[src/rtl/sga_snake_body.sv]
// sga_snake_body
// Snake body datapath for the Snake Game Arcade. Holds the segment
// coordinates (seg[0] is the head), the latched player direction and the
// current length. Each move strobe advances the head one cell. The
// apple/border/body flags are registered so the control unit can sample
// them in the cycle after the move. A render index walks the segments one
// by one for the display.
//
// Strobe semantics: init, register_dir, move, grow, render_clr and
// render_count are single-cycle command strobes. They carry no handshake.
// Each is acted on at the rising edge where it is high, and is applied
// again on every further edge where it stays high.
// Command priority is restart_n > init > {move, grow, register_dir}.
// A move always uses the direction latched before its edge.

module sga_snake_body #(
  parameter int W        = 4,
  parameter int MAX_LEN  = 16,
  parameter int INIT_LEN = 3
) (
  input  logic                           clock,
  input  logic                           restart_n,
  input  logic                           init,
  input  logic [1:0]                     dir_in,
  input  logic                           register_dir,
  input  logic                           move,
  input  logic                           grow,
  input  logic [W-1:0]                   apple_x,
  input  logic [W-1:0]                   apple_y,
  input  logic                           render_clr,
  input  logic                           render_count,
  output logic [W-1:0]                   render_x,
  output logic [W-1:0]                   render_y,
  output logic                           render_finish,
  output logic                           is_at_apple,
  output logic                           is_at_border,
  output logic                           is_at_body,
  output logic [$clog2(MAX_LEN+1)-1:0]   length,
  output logic                           full
);

  localparam int LW = $clog2(MAX_LEN + 1);
  localparam int IW = (MAX_LEN > 1) ? $clog2(MAX_LEN) : 1;

  localparam logic [W-1:0]  MID        = W'(2 ** (W - 1));
  localparam logic [LW-1:0] INIT_LEN_L = LW'(INIT_LEN);
  localparam logic [LW-1:0] MAX_LEN_L  = LW'(MAX_LEN);
  localparam logic [IW-1:0] LAST_IDX   = IW'(MAX_LEN - 1);

  localparam logic [1:0] DIR_UP    = 2'b00;
  localparam logic [1:0] DIR_RIGHT = 2'b01;
  localparam logic [1:0] DIR_DOWN  = 2'b10;
  localparam logic [1:0] DIR_LEFT  = 2'b11;

  // Initial snake: horizontal, head at the grid centre, facing right.
  // Entries past the initial tail repeat the tail. A later grow then
  // exposes a valid cell.
  function automatic logic [W-1:0] init_x(input int i);
    int k;
    k = (i < INIT_LEN) ? i : INIT_LEN - 1;
    return MID - W'(k);
  endfunction

  // State
  logic [W-1:0]  r_seg_x [MAX_LEN];
  logic [W-1:0]  r_seg_y [MAX_LEN];
  logic [LW-1:0] r_len;
  logic [1:0]    r_dir;
  logic [IW-1:0] r_idx;
  logic          r_apple;
  logic          r_border;
  logic          r_body;

  // Next-head datapath
  logic [W:0]    w_nh_x_ext;
  logic [W:0]    w_nh_y_ext;
  logic [W-1:0]  w_nh_x;
  logic [W-1:0]  w_nh_y;
  logic          w_leave;
  logic          w_body_hit;
  logic          w_apple_hit;
  logic          w_do_shift;
  logic          w_reload;
  logic          w_dir_ok;

  assign w_reload = ~restart_n | init;

  // Candidate head one cell along the latched direction.
  // The computation is one bit wider than the grid, so the carry or
  // borrow in bit W flags an attempt to leave the grid.
  always_comb begin
    w_nh_x_ext = {1'b0, r_seg_x[0]};
    w_nh_y_ext = {1'b0, r_seg_y[0]};
    case (r_dir)
      DIR_UP:    w_nh_y_ext = {1'b0, r_seg_y[0]} - (W+1)'(1);
      DIR_RIGHT: w_nh_x_ext = {1'b0, r_seg_x[0]} + (W+1)'(1);
      DIR_DOWN:  w_nh_y_ext = {1'b0, r_seg_y[0]} + (W+1)'(1);
      DIR_LEFT:  w_nh_x_ext = {1'b0, r_seg_x[0]} - (W+1)'(1);
      default:   w_nh_x_ext = {1'b0, r_seg_x[0]};
    endcase
  end

  assign w_nh_x      = w_nh_x_ext[W-1:0];
  assign w_nh_y      = w_nh_y_ext[W-1:0];
  assign w_leave     = w_nh_x_ext[W] | w_nh_y_ext[W];
  assign w_apple_hit = (w_nh_x == apple_x) && (w_nh_y == apple_y);
  assign w_do_shift  = move & ~w_leave;

  // A 180-degree reversal differs from the current direction in bit 1 only.
  assign w_dir_ok = ((dir_in ^ r_dir) != 2'b10);

  // Self-collision: compare the candidate head with body cells 1..length-2.
  // The current tail (index length-1) is excluded because it moves away
  // on this same step.
  always_comb begin
    w_body_hit = 1'b0;
    for (int i = 1; i < MAX_LEN; i++) begin
      if ((i < int'(r_len) - 1) && (r_seg_x[i] == w_nh_x) && (r_seg_y[i] == w_nh_y)) begin
        w_body_hit = 1'b1;
      end
    end
  end

  // Segment array: reload the initial snake, or shift toward the tail
  // and insert the new head. Cells past length are shifted as well.
  // This keeps the old tail in seg[length] so that a grow can expose it.
  always_ff @(posedge clock) begin
    if (w_reload) begin
      for (int i = 0; i < MAX_LEN; i++) begin
        r_seg_x[i] <= init_x(i);
        r_seg_y[i] <= MID;
      end
    end else if (w_do_shift) begin
      r_seg_x[0] <= w_nh_x;
      r_seg_y[0] <= w_nh_y;
      for (int i = 1; i < MAX_LEN; i++) begin
        r_seg_x[i] <= r_seg_x[i-1];
        r_seg_y[i] <= r_seg_y[i-1];
      end
    end
  end

  // Direction latch: a reversal request is ignored.
  always_ff @(posedge clock) begin
    if (w_reload) begin
      r_dir <= DIR_RIGHT;
    end else if (register_dir && w_dir_ok) begin
      r_dir <= dir_in;
    end
  end

  // Outcome flags: written only by a move, and held until the next move or reload.
  always_ff @(posedge clock) begin
    if (w_reload) begin
      r_apple  <= 1'b0;
      r_border <= 1'b0;
      r_body   <= 1'b0;
    end else if (move) begin
      if (w_leave) begin
        r_apple  <= 1'b0;
        r_border <= 1'b1;
        r_body   <= 1'b0;
      end else begin
        r_apple  <= w_apple_hit;
        r_border <= 1'b0;
        r_body   <= w_body_hit;
      end
    end
  end

  // Length: saturating grow. A border-blocked move freezes the body, and
  // the length is frozen with it.
  always_ff @(posedge clock) begin
    if (w_reload) begin
      r_len <= INIT_LEN_L;
    end else if (grow && !(move && w_leave) && (r_len != MAX_LEN_L)) begin
      r_len <= r_len + 1'b1;
    end
  end

  // Render index: a clear beats a count, and a count saturates at the last array slot.
  always_ff @(posedge clock) begin
    if (w_reload) begin
      r_idx <= '0;
    end else if (render_clr) begin
      r_idx <= '0;
    end else if (render_count && (r_idx != LAST_IDX)) begin
      r_idx <= r_idx + 1'b1;
    end
  end

  assign render_x      = r_seg_x[r_idx];
  assign render_y      = r_seg_y[r_idx];
  assign render_finish = (LW'(r_idx) == (r_len - LW'(1)));
  assign is_at_apple   = r_apple;
  assign is_at_border  = r_border;
  assign is_at_body    = r_body;
  assign length        = r_len;
  assign full          = (r_len == MAX_LEN_L);

endmodule

[config.mk]
export PLATFORM = sky130hd
export DESIGN_NAME = sga_snake_body
export DESIGN_NICKNAME = d
export VERILOG_FILES = /design/src/rtl/sga_snake_body.sv
export SDC_FILE = /design/constraint.sdc
export NUM_CORES = 1
export LEC_CHECK = 0
export CAP_MARGIN = 30
export CORE_ASPECT_RATIO = 1.25
export CORE_MARGIN = 10
export CORE_UTILIZATION = 45
export CTS_BUF_LIST = sky130_fd_sc_hd__clkbuf_8
export CTS_CLUSTER_SIZE = 28
export DETAILED_ROUTE_END_ITERATION = 12
export PLACE_DENSITY = 0.68
export SLEW_MARGIN = 20
export SYNTH_ARGS = -nofsm -noshare
export SYNTH_HDL_FRONTEND = slang
export SYNTH_SLANG_ARGS = --single-unit
[constraint.sdc]
create_clock -name clock -period 15.5 [get_ports clock]
set_input_delay 3.875 -clock clock [delete_from_list [all_inputs] [get_ports clock]]
set_output_delay 3.875 -clock clock [all_outputs]
set_load 0.01 [all_outputs]
# After elaboration in Yosys (flattened, before gate mapping)
# Memories as Yosys holds them, arrays and structs flattened. A register that Yosys moved wholly into a read port is not among the register bits.
# Cells that the tools add are included.
[word_totals]
reg_bits = 14
ramBits = 128
in_bits = 18
output_inout_bits = 18
n_memories = 2
[classes]
n_addsub = 8
magnitude_cmp = 15
eq_ne = 40
muxes = 61
bitwise_logic = 38
reduce_logical = 39
[memory_table]
columns = ["memory", "words", "width", "rd", "rd_ports_with_merged_regs", "wr", "line", "source"]
rows = [
  ["r_seg_x", 16, 4, 17, 1, 16, "65", "logic [W-1:0] r_seg_x [MAX_LEN];"],
  ["r_seg_y", 16, 4, 17, 1, 16, "66", "logic [W-1:0] r_seg_y [MAX_LEN];"],
]
[op_table]
columns = ["operator", "count"]
rows = [
  ["4-bit two-way mux", 36],
  ["4-bit equality test", 32],
  ["5-bit by 6-bit < comparator with 1-bit output, first input constant", 8],
  ["1-bit logical AND", 36],
  ["1-bit OR", 34],
  ["4-bit by 6-bit < comparator with 1-bit output, first input constant", 4],
  ["1-bit two-way mux", 23],
  ["5-bit case mux with 2 select lines", 2],
  ["3-bit by 6-bit < comparator with 1-bit output, first input constant", 2],
  ["4-bit by 1-bit adder with 5-bit output, second input constant", 2],
  ["4-bit by 1-bit subtractor with 5-bit output, second input constant", 2],
  ["2-bit by 6-bit < comparator with 1-bit output, first input constant", 1],
  ["5-bit by 1-bit subtractor with 6-bit output, second input constant", 1],
  ["5-bit by 1-bit adder with 5-bit output, second input constant", 1],
  ["4-bit by 5-bit equality test with 1-bit output", 1],
  ["5-bit equality test, second input constant", 1],
  ["5-bit inequality test, second input constant", 1],
  ["5-bit by 1-bit subtractor with 5-bit output, second input constant", 1],
  ["4-bit by 1-bit adder with 4-bit output, second input constant", 1],
  ["2-bit equality test, second input constant", 2],
  ["4-bit inequality test, second input constant", 1],
  ["2-bit by 1-bit equality test with 1-bit output, second input constant", 1],
  ["2-bit logical NOT", 1],
  ["2-bit inequality test, second input constant", 1],
  ["5 further kinds", 6],
]

# Logic depth before layout (Yosys ltp)
# Gate-level depths: netlist of run 1.
[depth]
word_depth = 21
depth_mapped = 17

# Worst setup path after synthesis of run 1
# OpenSTA, ideal clock, no wires.
[synth_timing]
kind = "input port to flip-flop"
start = "input port restart_n"
end = "memory r_seg_x[0][0], enable pin"
setup_time_ns = 1.117
arrival_time_ns = 6.638
setup_slack_ns = 7.744
stages = 4
path_buffers = 2
path_cell_list = "nor2b_1 -> clkbuf_1 -> clkbuf_1 -> nand2_1"
[synth_lines]
columns = ["element", "line", "source"]
rows = [
  ["start: declaration", "22", "input logic restart_n,"],
  ["end: declaration", "65", ""],
]

==> metrics.cfg, run 1 <==
[sta]
rsz0062_at_grt = false
tightest_slew_ns = 0.957
fmax_mhz = 146
slew_violations = 0
finalSetupViolCount = 0
period_minus_slack_ns = 6.87
clock_skew_ns = 0.0144
fin_crit_sh_pct = 44.3
tns_ns = 0
hold_viol = 0
relSlewSlack_pct = 36.1

[clocking]
cts.path.max_buffers = 2
clk_pin_slew_ns = 0.08
cts_max_level = 4
cts_root_buffer = clkbuf_8
cts.sinks = 146
cts_buffers = 17
post_cts_buffers = 0
cts_resized = 0
cts-hold-fix-buffers = 0
cts_tree = done
clk_latency_ns = 0.47

[detailed_routing]
routedWlPerCell_um = 23.3
drc = 0
ant_nets = 0
routed_via_density = 5.89
drt-initial-drc-count = 760
firstDrtPassIters = 5
dr_total_vias = 6410
wl_um = 25400

[worst_setup_path]
cp.required_ns = 11.62
critPathCaptureType = primary output
cp.arrival_ns = 3.00
crit_fanout = 32
path_class = register to primary output
startpoint_type = register

[floorplan]
rows = 58
die_w_um = 149
coreArea_um2 = 20200
die_area_um2 = 26900
die_h_um = 181
ios = 36
start_util_pct = 46.0

[global_route]
grt_remaining_overflow = 0
grt_pass1_vias = 6253
grt_usage_pct = 19.0
grt_max_degree = 55
grt_pass1_wl_um = 39100
antenna_found_initial = 0

[synthesis]
synth_seq_cells = 146
async_flop_share_pct = 0
synth_fa_ha_area_share_pct = 1.40
synthMuxAreaShare_pct = 10.1
synthFlopType = edfxtp_1
synth-compound-area-share_pct = 6.25
syn-num-nets = 821
synth.distinct_cells = 71
syn_inst = 794
syn_area_per_cell_um2 = 11.7
synthXorXnorAreaFrac_pct = 15.5
synth.yosys.seq_area_share_pct = 45.1
synth.top_cell.area_share_pct = 41.3
synthSimpleGateAreaFrac_pct = 18.5
synth-warning-count = 0
synth_top_family_by_area = simple AND/OR/NAND/NOR gates
synth_edf_count = 128
synth_top_area_cell = edfxtp_1
syn_area_um2 = 9320
synthTopCellsByArea = edfxtp_1 41%, mux4_2 9.7%, xnor2_1 6.4%, xor2_1 6.1%, and2_1 5.1%

[power]
max-vdd-ir-drop_mv = 0.0524
total_power_uw = 907
p_leak_nw = 3.53
power_per_cell_area_nw_per_um2 = 87.9

[cells_and_area]
final_common_cell = edfxtp_1
final_cell_mix = 128 x edfxtp_1, 76 x and2_1, 68 x xnor2_1, 65 x xor2_1, 40 x mux4_2
fin_nets = 834
fillCellCount = 1798
seq_area_um2 = 4210
multiInputGateArea_um2 = 4850
diodes = 0
drive_gt1_share_pct = 15.3
syn2layout_area_growth_pct = 10.8

[placed_design]
place_congestion = 0.933
io_buffers = 35
hpwl_um = 17800

[outcome]
status = finished clean

[min_path]
hold_class = register to register

[flow_run]
maxCapViolations = 0

==> path summary, 6_finish.rpt <==
| kind | start | to | slack (ns) | cells past startpoint |
|---|---|---|---|---|
| max | register | render_x[0] | 8.63 | 4 |
| min | is_at_border$_SDFFE_PP0P_ | is_at_border$_SDFFE_PP0P_ | 0.46 | 2 |
| max reg2reg | r_seg_y[0][0]$_SDFFCE_PN0P_ | r_seg_x[15][0]$_SDFFCE_PP0P_ | 10.74 | 10 |
| min reg2reg | is_at_border$_SDFFE_PP0P_ | is_at_border$_SDFFE_PP0P_ | 0.46 | 2 |
==> synthesized netlist by cell type, types with 3 or more instances <==
cell type    n
edfxtp_1   128
xnor2_1     68
and3_1       4
nor2_1      29
a221oi_1     3
or2_2       28
nor4_1      12
and2_1      76
ha_1         8
inv_1       15
nor3b_1      8
mux4_2      40
o41ai_1      3
o211ai_1     3
a211oi_1     5
nand2_1     34
nor2b_1      8
clkbuf_1    31
a32oi_1      3
xnor3_1      6
a22oi_1      4
o21ai_0     14
buf_2        8
a21oi_1     12
nor4b_1      4
buf_1       10
o2111ai_1    3
dfxtp_1     18
xor2_1      65
nor3_1      17
nand3_1     18
o31ai_1      7
xnor2_2      4
nand2b_1    23
or3_1        9
a31oi_1      3
mux2i_1      4
nand4_1     17
==> final cells by class <==
| type | instances | share of cell area (%) |
|---|---|---|
| Clock buffer | 17 | 2.27 |
| Tap cell | 270 | 3.27 |
| Timing Repair Buffer | 47 | 4.60 |
| Clock inverter | 14 | 1.59 |
| Inverter | 15 | 0.546 |
| Multi-Input combinational cell | 580 | 47.0 |
| Sequential cell | 146 | 40.8 |
==> state kept, by name, indices dropped and copies added, names as in the netlist, named ones only <==
signal,count
is_at_apple,1
is_at_body,1
is_at_border,1
length,5
r_dir,2
r_idx,4
r_seg_x,64
r_seg_y,64
==> per-layer routing <==
metal | GRT usage, % | up-vias | share of wire, %
met1 | 25.0 | 3190 | 43
met3 | 3.40 | 52 | 6.3
met4 | 7.90 | 0 | 3.4
li1 | - | 2921 | -
met5 | 0 | - | 0
met2 | 30.1 | 247 | 48
==> where the power goes <==
part | internal, mW | total, mW | switching (mW)
clock | 0.157 | 0.315 | 0.157
combinational | 0.0571 | 0.134 | 0.0768
sequential | 0.440 | 0.459 | 0.0192
total | 0.654 | 0.907 | 0.253
==> metrics by stage <==
stage / hold slack (ns) / instance area [µm²] / utilization [%] / worst slack (ns) / std cells
2_1_floorplan: 0.489 / 9320 / - / 7.74 / 794
3_3_place_gp: 0.457 / 9860 / 48.7 / 8.82 / 1054
6_report: 0.464 / 10300 / 51.0 / 8.63 / 1089
3_5_place_dp: 0.452 / 9890 / 48.8 / 8.85 / 1056
5_1_grt: 0.512 / 10300 / 51.0 / 8.50 / 1089
4_1_cts: 0.471 / 10300 / 50.8 / 8.35 / 1087
==> logic make-up after synthesis <==
group / Yosys count
AND/OR/NAND/NOR: 299
XOR/XNOR: 146
flip-flops: 146
AO/OA/AOI/OAI: 81
buffers and inverters: 68
multiplexers: 44
adder cells (fa/ha/maj): 10
==> critical path, stage by stage (launching register included) <==
cell and delay (ns):
dfxtp_2 0.32, buf_4 0.55, mux4_2 0.62, mux4_2 0.49, clkdlybuf4s50_1 0.50
(Power assumes the default switching activity.)
==> inputs of run 2 (changes only) <==
- clock period: 15.5 -> 6.95 ns (I/O delays scaled with it)
==> metrics.cfg, run 2 (synthesized netlist as in run 1, its figures left out) <==
[outcome]
status = finished clean

[detailed_routing]
dr_wl_met2_um = 12400
firstDrtPassIters = 5
routed_via_density = 5.86
ant_nets = 0
wl_um = 25600
drc = 0
dr_total_vias = 6383
drt-initial-drc-count = 671
top_layer = met4
wl_met3_um = 1420
wl_met1_um = 10800
routedWlPerCell_um = 23.5

[cells_and_area]
syn2layout_area_growth_pct = 10.8
diodes = 0
fillCellCount = 1806
fin_nets = 833
final_common_cell = edfxtp_1
drive_gt1_share_pct = 15.1
final_cell_mix = 128 x edfxtp_1, 76 x and2_1, 68 x xnor2_1, 65 x xor2_1, 40 x mux4_2

[worst_setup_path]
cp.arrival_ns = 3.45
startpoint_type = register
critPathBufInv = 2
slowest_stage = nor4bb_1
cp.required_ns = 5.21
cp_top_family = simple AND/OR/NAND/NOR gates
critPathCaptureType = primary output
crit_fanout = 14
slowest_delay_ns = 0.95
path_class = register to primary output
crit_chain = inv_1 -> ha_1 -> nor4bb_1 -> a22oi_1 -> nor4_1 -> clkdlybuf4s50_1

[floorplan]
start_util_pct = 46.0
die_h_um = 181
die_area_um2 = 26900
die_w_um = 149
rows = 58
ios = 36
coreArea_um2 = 20200

[sta]
fin_ws_ns = 1.76
fmax_mhz = 193
tightest_slew_ns = 1.04
period_minus_slack_ns = 5.19
fin_crit_sh_pct = 74.6
tns_ns = 0
rsz0062_at_grt = false
relSlewSlack_pct = 29.5
hold_viol = 0
clock_skew_ns = 0.0157
slew_violations = 0
finalSetupViolCount = 0

[clocking]
cts_max_level = 4
cts_buffers = 17
cts_resized = 0
post_cts_buffers = 0
clk_pin_slew_ns = 0.08
cts_tree = done
cts_root_buffer = clkbuf_8
cts-hold-fix-buffers = 0
clk_latency_ns = 0.46
cts.path.max_buffers = 2
cts.sinks = 146

[min_path]
hold_class = register to register

[placed_design]
pre_cts_slack_ns = 1.97
io_buffers = 35
place_congestion = 0.897
hpwl_um = 18400

[power]
p_leak_nw = 3.52
total_power_mw = 2.01
power_per_cell_area_nw_per_um2 = 195
max-vdd-ir-drop_mv = 0.108

[global_route]
grt_pass1_vias = 6202
grt_max_degree = 60
grt_remaining_overflow = 0
grt_pass1_wl_um = 39100
grt_usage_pct = 19.1
antenna_found_initial = 0

[flow_run]
maxCapViolations = 0

[run 2: cell count changes in the layout (fill, tap and decap cells not counted), sizes merged]
| cell | change |
|---|---|
| clkbuf | -1 |
| clkinv | -5 |
| inv | +3 |
| clkinvlp | +3 |
[run 2: power by group]
part	internal, mW	total [mW]	switching (mW)	leakage, nW
combinational	0.127	0.292	0.164	1.88
clock	0.352	0.687	0.336	0.198
sequential	0.981	1.03	0.0489	1.44
total	1.46	2.01	0.549	3.52
[run 2: stage by stage]
stage	cell area, µm²	instances	hold slack [ns]	utilization, %
after global placement	9860	1055	0.452	48.7
after floorplan	9320	794	0.489	-
final	10300	1089	0.482	51.0
after detailed placement	9860	1055	0.461	48.7
after global routing	10300	1089	0.505	51.0
after CTS	10300	1087	0.481	50.7
[run 2: worst paths after layout]
| kind | slack [ns] | endpoint | cells past startpoint | from |
|---|---|---|---|---|
| min | 0.48 | is_at_border$_SDFFE_PP0P_ | 2 | is_at_border$_SDFFE_PP0P_ |
| min reg2reg | 0.48 | is_at_border$_SDFFE_PP0P_ | 2 | is_at_border$_SDFFE_PP0P_ |
| max | 1.76 | render_finish | 6 | length[0]$_SDFFE_PP1P_ |
| max reg2reg | 2.30 | r_seg_y[12][3]$_SDFFCE_PP1P_ | 12 | r_dir[0]$_SDFFE_PP1P_ |
[run 2: layout make-up]
class	instances	area, µm²	area share [%]
sequential	146	4210	40.8
multi-input combinational	580	4850	47.0
clock inverter	15	168	1.62
inverter	15	56.3	0.546
tap	270	338	3.27
timing repair buffer	46	473	4.58
clock buffer	17	234	2.27
[run 2: worst reg2reg max path, cell delays in order, from the launching register on]
cell,delay [ns]
dfxtp_2,0.63
buf_16,0.24
inv_1,0.18
nand2_1,0.18
inv_1,0.07
fa_1,0.52
nor2b_1,0.15
o21ai_0,0.10
nor3b_1,0.16
o31ai_1,0.46
nand2_1,0.26
nand2_4,0.66
buf_4,0.66
[run 2: routing by layer]
| layer | global-route usage, % | up-vias |
|---|---|---|
| li1 | - | 2924 |
| met1 | 25.0 | 3176 |
| met2 | 30.3 | 235 |
| met3 | 3.55 | 48 |
| met4 | 8.30 | 0 |
| met5 | 0 | - |
